--- config.mk ---
export PLATFORM = sky130hd
export DESIGN_NAME = adder_rr_sched
export DESIGN_NICKNAME = d
export VERILOG_FILES = /design/src/rtl/adder_rr_sched.sv
export SDC_FILE = /design/constraint.sdc
export NUM_CORES = 1
export LEC_CHECK = 0
export BUFFER_PORTS_ARGS = -buffer_cell sky130_fd_sc_hd__clkbuf_2
export CAP_MARGIN = 10
export CELL_PAD_IN_SITES_DETAIL_PLACEMENT = 1
export CELL_PAD_IN_SITES_GLOBAL_PLACEMENT = 2
export CORE_MARGIN = 3
export CORE_UTILIZATION = 19
export CTS_CLUSTER_SIZE = 14
export DETAILED_ROUTE_END_ITERATION = 8
export PLACE_DENSITY_LB_ADDON = 0.1
export SYNTH_ARGS = -nofsm -noshare
export SYNTH_HDL_FRONTEND = slang
export SYNTH_SLANG_ARGS = --single-unit
--- constraint.sdc ---
create_clock -name clk -period 2.4 [get_ports clk]
set_clock_uncertainty 0.05 [all_clocks]
set_input_delay 0.48 -clock clk [delete_from_list [all_inputs] [get_ports clk]]
set_output_delay 0.48 -clock clk [all_outputs]
set_load 0.05 [all_outputs]
--- src/rtl/adder_rr_sched.sv ---
// adder_rr_sched: round-robin scheduler sharing one registered two-operand adder
// among NUM_REQ requesters. It tracks in-flight tags and routes each sum back to
// the requester that issued it. i_pause drains the pipeline before the adder
// enable drops.
// Optional feature: define ADDER_RR_SCHED_STATS_EN to add o_grant_cnt, which
// holds per-requester saturating handshake counters.
`timescale 1ns/1ps
module adder_rr_sched #(
  parameter int DATA_WIDTH    = 16,
  parameter int NUM_REQ       = 4,
  parameter int ADDER_LATENCY = 1
) (
  input  logic                            clk,
  input  logic                            rst,
  input  logic [NUM_REQ-1:0]              i_req_valid,
  input  logic [NUM_REQ*2*DATA_WIDTH-1:0] i_req_data,
  output logic [NUM_REQ-1:0]              o_req_ready,
  output logic [1:0]                      o_adder_valid,
  output logic [2*DATA_WIDTH-1:0]         o_adder_data,
  output logic                            o_adder_en,
  input  logic                            i_adder_valid,
  input  logic [DATA_WIDTH-1:0]           i_adder_data,
  output logic [NUM_REQ-1:0]              o_rsp_valid,
  output logic [DATA_WIDTH-1:0]           o_rsp_data,
  input  logic                            i_pause,
  output logic                            o_idle,
`ifdef ADDER_RR_SCHED_STATS_EN
  output logic [NUM_REQ*16-1:0]           o_grant_cnt,
`endif
  output logic                            o_err
);
  localparam int IDX_W = $clog2(NUM_REQ);
  localparam int DEPTH = 1 + ADDER_LATENCY;
  localparam int FL_W  = $clog2(ADDER_LATENCY + 1);

  typedef enum logic [1:0] {ST_RUN, ST_DRAIN, ST_PAUSED} state_t;

  state_t                  state_q, state_d;
  logic [IDX_W-1:0]        ptr_q;
  logic [1:0]              adder_valid_q;
  logic [2*DATA_WIDTH-1:0] adder_data_q;
  logic [DEPTH-1:0]        tag_vld_q;
  logic [IDX_W-1:0]        tag_idx_q [DEPTH];
  logic [FL_W-1:0]         flush_q;
  logic                    err_q;

  logic [2*DATA_WIDTH-1:0] req_pair [NUM_REQ];
  logic                    grant_found;
  logic [IDX_W-1:0]        grant_idx;
  logic                    exp_vld;
  logic [IDX_W-1:0]        exp_idx;
  logic                    drain_done;
  logic                    err_set;

  // Unpack each requester's {a,b} pair from the flat input bus.
  for (genvar gi = 0; gi < NUM_REQ; gi++) begin : g_pair
    assign req_pair[gi] = i_req_data[gi*2*DATA_WIDTH +: 2*DATA_WIDTH];
  end

  // Round-robin search from pointer+1; grants only in RUN with no pause request.
  always_comb begin
    int cand;
    logic [IDX_W-1:0] cand_idx;
    grant_found = 1'b0;
    grant_idx   = '0;
    cand        = 0;
    cand_idx    = '0;
    if (state_q == ST_RUN && !i_pause) begin
      for (int off = 1; off <= NUM_REQ; off++) begin
        cand     = (int'(ptr_q) + off) % NUM_REQ;
        cand_idx = IDX_W'(cand);
        if (!grant_found && i_req_valid[cand_idx]) begin
          grant_found = 1'b1;
          grant_idx   = cand_idx;
        end
      end
    end
  end

  // One-hot ready from the granted index.
  always_comb begin
    o_req_ready = '0;
    if (grant_found) o_req_ready[grant_idx] = 1'b1;
  end

  // Pipeline may drain once no tag is behind the one retiring this cycle.
  assign drain_done = ~|tag_vld_q[DEPTH-2:0];
  assign exp_vld    = tag_vld_q[DEPTH-1];
  assign exp_idx    = tag_idx_q[DEPTH-1];

  // Next-state logic: pause passes through DRAIN so in-flight sums still return.
  always_comb begin
    state_d = state_q;
    case (state_q)
      ST_RUN:    if (i_pause) state_d = ST_DRAIN;
      ST_DRAIN: begin
        if (!i_pause)        state_d = ST_RUN;
        else if (drain_done) state_d = ST_PAUSED;
      end
      ST_PAUSED: if (!i_pause) state_d = ST_RUN;
      default:   state_d = ST_RUN;
    endcase
  end

  // State register and round-robin pointer (pointer moves only on handshake).
  always_ff @(posedge clk) begin
    if (rst) begin
      state_q <= ST_RUN;
      ptr_q   <= IDX_W'(NUM_REQ - 1);
    end else begin
      state_q <= state_d;
      if (grant_found) ptr_q <= grant_idx;
    end
  end

  // Issue register: the accepted pair is presented to the adder the next cycle.
  always_ff @(posedge clk) begin
    if (rst) begin
      adder_valid_q <= 2'b00;
      adder_data_q  <= '0;
    end else begin
      adder_valid_q <= grant_found ? 2'b11 : 2'b00;
      adder_data_q  <= grant_found ? req_pair[grant_idx] : '0;
    end
  end

  // Tag shift register; the last stage lines up with the adder output.
  always_ff @(posedge clk) begin
    if (rst) begin
      tag_vld_q <= '0;
      for (int s = 0; s < DEPTH; s++) tag_idx_q[s] <= '0;
    end else begin
      tag_vld_q    <= {tag_vld_q[DEPTH-2:0], grant_found};
      tag_idx_q[0] <= grant_idx;
      for (int s = 1; s < DEPTH; s++) tag_idx_q[s] <= tag_idx_q[s-1];
    end
  end

  // Post-reset window: results the adder was already computing are ignored.
  always_ff @(posedge clk) begin
    if (rst)                 flush_q <= FL_W'(ADDER_LATENCY);
    else if (flush_q != '0)  flush_q <= flush_q - 1'b1;
  end

  assign err_set = (flush_q == '0) &&
                   ((o_adder_en && (i_adder_valid != exp_vld)) ||
                    ((state_q == ST_PAUSED) && i_adder_valid));

  // Sticky protocol error flag.
  always_ff @(posedge clk) begin
    if (rst)          err_q <= 1'b0;
    else if (err_set) err_q <= 1'b1;
  end

  // Route the adder result to the requester recorded in the retiring tag.
  always_comb begin
    o_rsp_valid = '0;
    o_rsp_data  = '0;
    if (i_adder_valid && exp_vld) begin
      o_rsp_valid[exp_idx] = 1'b1;
      o_rsp_data           = i_adder_data;
    end
  end

  assign o_adder_valid = adder_valid_q;
  assign o_adder_data  = adder_data_q;
  assign o_adder_en    = (state_q != ST_PAUSED);
  assign o_idle        = ~|tag_vld_q;
  assign o_err         = err_q;

`ifdef ADDER_RR_SCHED_STATS_EN
  for (genvar gi = 0; gi < NUM_REQ; gi++) begin : g_stats
    logic [15:0] cnt_q;
    // Saturating count of accepted handshakes for this requester.
    always_ff @(posedge clk) begin
      if (rst) cnt_q <= '0;
      else if (grant_found && grant_idx == IDX_W'(gi) && cnt_q != 16'hFFFF)
        cnt_q <= cnt_q + 16'd1;
    end
    assign o_grant_cnt[gi*16 +: 16] = cnt_q;
  end
`endif

endmodule

Word level (Yosys, flattened, before mapping) --
Memories as Yosys holds them, arrays and structs flattened. Cells that the tools add are included.
Operators by class: add/subtract/negate cells 5, magnitude comparators 9, eq/ne operators 7, multiplexer cells 43, bitwise gates (word level) 5, reductions and logical operators 20
Operator list (count):
- binary-select mux 32 bit (select 2 bit) | 1
- two-way mux 32 bit | 2
- two-way mux 2 bit | 12
- less-than comparator 2 x 3 -> 1 bit, second input constant | 6
- two-way mux 1 bit | 18
- two-way mux 16 bit | 1
- logical AND 1 bit | 10
- binary-select mux 1 bit (select 2 bit) | 4
- two-way mux 4 bit | 2
- inequality test 2 bit, second input constant | 3
- one-hot mux 2 bit (3 select lines) | 1
- logical NOT 1 bit | 5
- adder 2 x 1 -> 2 bit, second input constant | 2
- adder 2 bit, second input constant | 2
- demux 1 bit (select 2 bit) | 2
- >= comparator 2 x 1 -> 1 bit, second input constant | 2
- OR reduction 2 bit | 2
- >= comparator 3 bit, second input constant | 1
- inequality test 3 bit, second input constant | 1
- NOT 2 -> 3 bit | 1
- AND reduction 3 bit | 1
- equality test 2 x 1 -> 1 bit, second input constant | 1
- equality test 2 bit, second input constant | 1
- logical NOT 2 bit | 1
- 5 further kinds | 7
Storage, ports and cells: bits in registers 42, memory bits (writable) 4, input port bits 152, output and inout port bits 61, memories kept 1
Memory list:
- tag_idx_q | depth 2, bits a word 2, read ports 2, clocked after memory_dff 0, wr ports 2, line 43 | logic [IDX_W-1:0] tag_idx_q [DEPTH];

Longest topological paths before layout --
Gate-level depths: netlist (run 1).
depth after elaboration 22, gate-level depth with buffers 8

Worst setup path after synthesis (run 1) --
OpenSTA, ideal clock, no wires.
kind input to output, from input port i_req_valid[1], to output port o_req_ready[3], arrival 2079 ps, data required time 1870 ps, path slack -209 ps, stages on the path 7, path through o211ai_2 o21ai_2 a311oi_4 buf_6 buf_6 nand2_1 nor2_1
On the way: longest elaborated chain between the ends 21, elaborated cells on any way between the ends 33, those cells by class order compare: 2; mux: 24; reduce/logical: 7
Ends and longest elaborated chain:
- start, declared | line 15 | input logic [NUM_REQ-1:0] i_req_valid,
- binary-select mux 1 bit (select 2 bit) | line 72 | if (!grant_found && i_req_valid[cand_idx]) begin
- two-way mux 1 bit (not written as such) | line 72
- two-way mux 1 bit | line 72
- two-way mux 1 bit | line 68 | if (state_q == ST_RUN && !i_pause) begin
- logical NOT 1 bit | line 72
- logical AND 1 bit | line 72
- two-way mux 1 bit | line 72
- two-way mux 1 bit | line 68
- [5 not listed]
- logical AND 1 bit | line 72
- two-way mux 2 bit | line 72
- two-way mux 2 bit | line 68
- less-than comparator 2 x 3 -> 1 bit (not written as such) / >= comparator 2 x 1 -> 1 bit (equally long branches) | line 83 | if (grant_found) o_req_ready[grant_idx] = 1'b1;
- logical AND 1 bit (not written as such) | line 83
- two-way mux 1 bit (not written as such) | line 83
- demux 1 bit (select 2 bit) | line 83
- two-way mux 4 bit (*) | line 83
- end, declared | line 17 | output logic [NUM_REQ-1:0] o_req_ready,
Mark *: on every way between the ends. The rest lies on a longest branch, timed or not. The select of a mux whose other input is x is not followed.

Final worst setup path (run 1) --
from register ptr_q[1], to output port o_req_ready[0]
On the way: longest elaborated chain between the ends 22, elaborated cells on any way between the ends 37, those cells by class add/sub: 4; order compare: 2; mux: 24; reduce/logical: 7
Ends and longest elaborated chain:
- start, declared | line 39 | logic [IDX_W-1:0] ptr_q;
- start signal, assigned | line 109 | ptr_q <= IDX_W'(NUM_REQ - 1);
- start signal, assigned | line 112 | if (grant_found) ptr_q <= grant_idx;
- adder 2 x 1 -> 2 bit | line 70 | cand = (int'(ptr_q) + off) % NUM_REQ;
- binary-select mux 1 bit (select 2 bit) | line 72
- two-way mux 1 bit (not written as such) | line 72
- two-way mux 1 bit | line 72
- two-way mux 1 bit | line 68
- logical NOT 1 bit | line 72
- logical AND 1 bit | line 72
- two-way mux 1 bit | line 72
- [6 not listed]
- logical AND 1 bit | line 72
- two-way mux 2 bit | line 72
- two-way mux 2 bit | line 68
- less-than comparator 2 x 3 -> 1 bit (not written as such) / >= comparator 2 x 1 -> 1 bit (equally long branches) | line 83
- logical AND 1 bit (not written as such) | line 83
- two-way mux 1 bit (not written as such) | line 83
- demux 1 bit (select 2 bit) | line 83
- two-way mux 4 bit (*) | line 83
Marked as above.

==> flow_summary_export.csv, run 1 <==
group,metric,value,unit
placed_design,place.gp.congestion,0.705,
synth,ys_top_cells_by_area,"dfxtp_1 (38%), mux2i_1 (29%), o22ai_1 (9.0%)",
worst_setup_path,cp.required,1.87,ns
worst_setup_path,max_stage_delay,0.41,ns
synth,synth.distinct_cells,28,
power_and_ir_drop,power_density,609,nW/um^2
grt,grt_pass1_vias,2665,
floorplanning,dieArea,13400,um^2
worst_setup_path,worst-path-buf-inv,1,
sta,slew_headroom,0.582,
synth,synth_top_area_frac,0.384,
grt,grt_pass1_wl,13.4,mm
clock_network,clkSinkCount,44,
sta,min_period,2.25,ns
finish,areaGrowthSynthToFinish,59.0,%
grt,antenna_found_initial,0,
clock_network,cts_tree,"built",
min_path,hp-class,"reg2reg",
clock_network,cts_root_buffer,"clkbuf_16",
synth,synth_flop_cell,"dfxtp_1",
route,drt_iter0_drc,61,
synth,seq_area_frac_synth,0.384,
sta,clock.fmax,0.445,GHz
worst_setup_path,reg2reg_depth,5,
finish,fillers,1423,
worst_setup_path,end_kind,"output pin",
worst_setup_path,crit_path_max_fanout,8,
sta,period_share,0.937,
clock_network,cts_made_buffers,5,
sta,final_max_slew_viol_count,0,
min_path,holdPathStages,1,
power_and_ir_drop,clock_power_share,0.310,
worst_setup_path,path_class,"reg2out",
grt,grt_max_degree,39,
worst_setup_path,critPathLaunch,"ptr_q[1]$_SDFFE_PP1P_",
synth,ys_ff_latch,44,
flow_run,max_cap_viol_count,0,
sta,setup_viol_count_final,0,
clock_network,clkTransAtPathRegs,0.06,ns
synth,synthAdderAreaFrac,0.00546,
synth,synth_top_family_by_area,"multiplexers",
route,postRouteAntennaNets,0,
power_and_ir_drop,internal-power,0.00149,W
worst_setup_path,reg2reg_setup_slack,0.42,ns
grt,grt_overflow_total,0,
clock_network,clk_latency,0.27,ns
route,wl_per_cell,15.1,um
synth,synth-edff-count,0,
floorplanning,die_h,116,um
synth,synthTopCellsByCount,"mux2i_1 (66), dfxtp_1 (44), o22ai_1 (33), and2_1 (16), nor2_1 (12)",
synth,netlist_area,2290,um^2
finish,fin_nets,593,
power_and_ir_drop,seqPwrFrac,0.363,
synth,synth_nets,384,
worst_setup_path,r2r-start,"ptr_q[1]$_SDFFE_PP1P_",
route,viasPerCell,4.33,
min_path,hp-start,"tag_idx_q[0][0]$_SDFF_PP0_",
floorplanning,core_area,11600,um^2
worst_setup_path,cp_top_family,"simple AND/OR/NAND/NOR gates",
placed_design,hpwl,7.32,mm
sta,grt_setup_unrepaired,"no",
sta,hold_violations,0,
worst_setup_path,path_cells,"mux2i_1 -> o22ai_1 -> or3_1 -> nor2_1 -> clkbuf_4",
worst_setup_path,arrival,1.72,ns
finish,drive_gt1_frac,0.540,
power_and_ir_drop,cellLeakagePower,1.91,nW
power_and_ir_drop,finalPower,0.00222,W
synth,synth-compound-area-share,0.133,
finish,regArea,885,um^2
floorplanning,io_pins,213,
clock_network,cts_buffer_depth,2,
synth,synth_top_cell_by_area,"dfxtp_1",
synth,ys_warn_count,0,
synth,yosys.area_share.simple,0.129,
route,firstDrtPassIters,4,
floorplanning,initial_core_util,0.197,
min_path,holdPathEnd,"tag_idx_q[0][2]$_SDFF_PP0_",
grt,grt_util_all_layers,0.127,
synth,synth_most_common_cell,"mux2i_1",
floorplanning,die-width,116,um
route,drc,0,
floorplanning,rows,39,
finish,diodes,0,
power_and_ir_drop,netSwitchingFraction,0.331,
sta,holdWs,0.388,ns
route,vias,2526,
power_and_ir_drop,share_comb_of_total_power,0.327,
power_and_ir_drop,p_switching,0.000734,W
finish,finalNonFillerCells,584,
worst_setup_path,critPathLaunchType,"flip-flop",
placed_design,numPlacedInstances,576,
outcome,status,"complete, no violations",
finish,multi_input_area,1280,um^2
sta,setup_tns,0,ns
route,routed_wl,8.81,mm
synth,async_flop_share,0,
sta,worst_slew_pin_slew,0.628,ns
clock_network,htreeDepth,2,
synth,synthXorXnorAreaFrac,0,
finish,final_util,0.314,
placed_design,portBuffers,212,
synth,syn_area_per_cell,9.92,um^2
synth,synth_cells,231,
power_and_ir_drop,irDropWorstVdd,0.280,mV
synth,synthMuxAreaShare,0.288,
worst_setup_path,slowest_stage,"or3_1",
worst_setup_path,rr_endpoint,"o_adder_data[29]$_SDFF_PP0_",
## power by group through the flow
stage / Combinational [W] / Sequential, W / Clock [W]
floorplan: 0.000370 / 0.000961 / 0
global placement: 0.000733 / 0.000820 / 0
detailed placement: 0.000740 / 0.000822 / 0
CTS: 0.000740 / 0.000806 / 0.000722
global route: 0.000791 / 0.000812 / 0.000744
finish: 0.000726 / 0.000805 / 0.000689
## worst reg2reg max path, cell delays in order, from the launching register on
cell      delay, ns
dfxtp_4        0.39
nand2_1        0.10
a311oi_4       0.34
buf_4          0.56
mux2i_1        0.31
o22ai_1        0.10
## metrics by stage
stage	cell area [um^2]	setup WS [ns]
2_1_floorplan	2300	0.00980
3_3_place_gp	3480	0.0624
3_5_place_dp	3480	0.0300
4_1_cts	3640	0.0408
5_1_grt	3640	0.00821
6_report	3640	0.151
## registers in the layout, indices dropped and copies added (netlist names)
register / cells
o_err: 1
ptr_q: 2
flush_q: 1
o_adder_valid: 1
o_adder_data: 32
state_q: 2
tag_idx_q: 4
tag_vld_q: 1
## cell type report
cell class,count,share of cell area
clock buffer,7,0.0391
clock inverter,1,0.00206
inverter,3,0.00309
multi-input combinational,165,0.353
sequential,44,0.243
tap,143,0.0491
timing repair buffer,221,0.311
## timing repair
action / 4_1_cts / 5_1_grt
gates resized for setup: 1 / 6
hold buffers: 0 / 0
setup buffers: 0 / 0
endpoints found under the setup margin: 2 / 3
## layout by cell type (no fill, tap or decap), drive strengths merged, types with 4 or more instances in the layout
| master | count |
|---|---|
| clkbuf | 218 |
| mux2i | 66 |
| dfxtp | 44 |
| o22ai | 33 |
| and2 | 16 |
| nor2 | 12 |
| buf | 10 |
| nand2 | 9 |
| nand2b | 7 |
| a21oi | 4 |
| nor2b | 4 |
## how the worst max path moves through the flow
| stage | end | depth (start not counted) |
|---|---|---|
| 6_report | o_req_ready[0] | 5 |
| 5_1_grt | o_req_ready[1] | 7 |
| 4_1_cts | o_req_ready[0] | 5 |
| 3_5_place_dp | o_adder_data[1]$_SDFF_PP0_ | 7 |
| 3_3_place_gp | o_adder_data[18]$_SDFF_PP0_ | 7 |
| 2_1_floorplan | o_req_ready[3] | 7 |
## routing by layer
layer  vias up  global-route usage  wire, um
li1       1249                   -         -
met1      1154               0.146      3410
met2       113               0.217      4490
met3        10              0.0480       721
met4         0              0.0410       182
met5         -                   0         0
## cells by family (layout without fill, tap and decap cells)
family                   after synthesis  count (layout)
adder cells (fa/ha/maj)                1               1
AND/OR/NAND/NOR                       55              55
flip-flops                            44              44
buffers and inverters                 22             232
multiplexers                          66              66
AO/OA/AOI/OAI                         43              43
Power figures use the tool's default switching activity.
==> run 2, diff against run 1 <==
==> config.mk (replaced) <==
export PLATFORM = sky130hd
export DESIGN_NAME = adder_rr_sched
export DESIGN_NICKNAME = d
export VERILOG_FILES = /design/src/rtl/adder_rr_sched.sv
export SDC_FILE = /design/constraint.sdc
export NUM_CORES = 1
export LEC_CHECK = 0
export BUFFER_PORTS_ARGS = -buffer_cell sky130_fd_sc_hd__buf_2
export CAP_MARGIN = 40
export CORE_MARGIN = 3
export CORE_UTILIZATION = 37
export CTS_CLUSTER_SIZE = 14
export DETAILED_ROUTE_END_ITERATION = 8
export PLACE_DENSITY = 0.81
export SYNTH_ARGS = -nofsm -noshare
export SYNTH_HDL_FRONTEND = slang
export SYNTH_SLANG_ARGS = --single-unit
==> run 2 against run 1 <==
  * Power down 6.6%
  * Count of clock-buffer cells in the layout down 2
  * Critical path depth unchanged
  * Final cell count down 12%
  * Utilization up 28 points
  * Hold slack worse by 0.0065 ns
  * Non-clock buffer count down 1
  * Highest routed layer unchanged
  * Sequential share of layout area up 0.86 points
==> flow_summary_export.csv, run 2 (synthesis gave the netlist of run 1 again) <==
group,metric,value,unit
outcome,status,"complete, no violations",
floorplanning,dieArea,7180,um^2
sta,worst_slew_pin_slew,0.515,ns
sta,setup_viol_count_final,0,
sta,slew_headroom,0.653,
route,routed_wl,7.33,mm
worst_setup_path,critPathLaunchType,"flip-flop",
grt,grt_overflow_total,0,
clock_network,clkTransAtPathRegs,0.07,ns
route,postRouteAntennaNets,0,
finish,drive_gt1_frac,0.539,
finish,areaGrowthSynthToFinish,53.5,%
power_and_ir_drop,power_density,589,nW/um^2
finish,fin_nets,592,
finish,largest_register_ff_count,32,
floorplanning,die-width,84.7,um
sta,hold_violations,0,
clock_network,cts_made_buffers,5,
min_path,hp-class,"in2reg",
clock_network,clkSinkCount,44,
clock_network,clk_latency,0.28,ns
finish,final_util,0.591,
placed_design,hpwl,6.04,mm
finish,fillers,541,
floorplanning,rows,28,
finish,final_common_cell,"buf_2",
sta,period_share,0.946,
placed_design,portBuffers,212,
clock_network,cts_buffer_depth,2,
route,viasPerCell,4.86,
finish,finalNonFillerCells,513,
clock_network,cts_root_buffer,"clkbuf_8",
worst_setup_path,crit_path_max_fanout,8,
sta,final_max_slew_viol_count,0,
route,drc,0,
flow_run,max_cap_viol_count,0,
grt,antenna_found_initial,0,
route,drt_iter0_drc,48,
route,firstDrtPassIters,4,
power_and_ir_drop,cellLeakagePower,1.90,nW
worst_setup_path,path_class,"reg2out",
floorplanning,initial_core_util,0.385,
grt,grt_pass1_wl,11.2,mm
sta,min_period,2.27,ns
placed_design,place.gp.congestion,0.830,
power_and_ir_drop,irDropWorstVdd,0.244,mV
worst_setup_path,cp.required,1.87,ns
clock_network,htreeDepth,2,
sta,grt_setup_unrepaired,"no",
worst_setup_path,end_kind,"output pin",
floorplanning,die_h,84.7,um
finish,diodes,0,
grt,grt_max_degree,57,
grt,grt_pass1_vias,2472,
sta,clock.fmax,0.440,GHz
placed_design,numPlacedInstances,507,
route,wl_per_cell,14.3,um
finish,final_cell_mix,"buf_2 (210), mux2i_1 (66), dfxtp_1 (43), o22ai_1 (33), and2_1 (16)",
finish,regArea,885,um^2
grt,grt_util_all_layers,0.191,
worst_setup_path,arrival,1.74,ns
floorplanning,io_pins,213,
clock_network,cts_tree,"built",
route,vias,2495,
sta,setup_tns,0,ns
finish,multi_input_area,1290,um^2
floorplanning,core_area,5960,um^2
==> run 2: repair_timing <==
item	in CTS	in global routing
hold endpoints to repair	0	0
endpoints found under the setup margin	2	2
buffers inserted	0	0
hold buffers	0	0
gates resized for setup	1	6
==> run 2: metal layers <==
layer	part of all wire	vias to the layer above	track usage
met5	0	-	0
met4	0.014	0	0.0504
met3	0.10	10	0.0579
met2	0.53	133	0.361
met1	0.35	1103	0.204
li1	-	1249	-
==> run 2: stage by stage <==
step	hold slack, ns	setup slack [ns]	cell area (um^2)	total power (W)
3_3_place_gp	0.371	0.111	3400	0.00153
2_1_floorplan	0.364	0.00980	2300	0.00133
3_5_place_dp	0.377	0.0594	3400	0.00155
4_1_cts	0.370	0.0241	3500	0.00209
5_1_grt	0.369	0.0154	3520	0.00217
6_report	0.381	0.130	3520	0.00207
==> run 2: path summary, 6_finish.rpt <==
| path | start | to | slack, ns | depth (start not counted) |
|---|---|---|---|---|
| worst min-delay path | rst | flush_q$_SDFF_PP1_ | 0.38 | 1 |
| worst max-delay path | ptr_q[1]$_SDFFE_PP1P_ | o_req_ready[0] | 0.13 | 5 |
| worst max register to register | ptr_q[1]$_SDFFE_PP1P_ | o_adder_data[24]$_SDFF_PP0_ | 0.44 | 6 |
| worst min register to register | tag_idx_q[0][0]$_SDFF_PP0_ | tag_idx_q[0][2]$_SDFF_PP0_ | 0.39 | 1 |
==> run 2: critical path, cell delays in order, from the launching register on <==
cell and delay (ns):
dfxtp_4 0.39, mux2i_1 0.19, o22ai_1 0.14, or3_1 0.43, nor2_1 0.11, buf_4 0.20
==> run 2: power breakdown <==
| part | internal, W | switching, W | total (W) |
|---|---|---|---|
| Sequential | 0.000781 | 0.0000207 | 0.000802 |
| Clock | 0.000299 | 0.000239 | 0.000538 |
| Combinational | 0.000297 | 0.000435 | 0.000733 |
==> run 2: layout make-up <==
type | count | area share
Clock inverter | 1 | 0.00853
Sequential cell | 44 | 0.251
Clock buffer | 5 | 0.0196
Multi-Input combinational cell | 165 | 0.367
Tap cell | 75 | 0.0267
Inverter | 3 | 0.00320
Timing Repair Buffer | 220 | 0.324
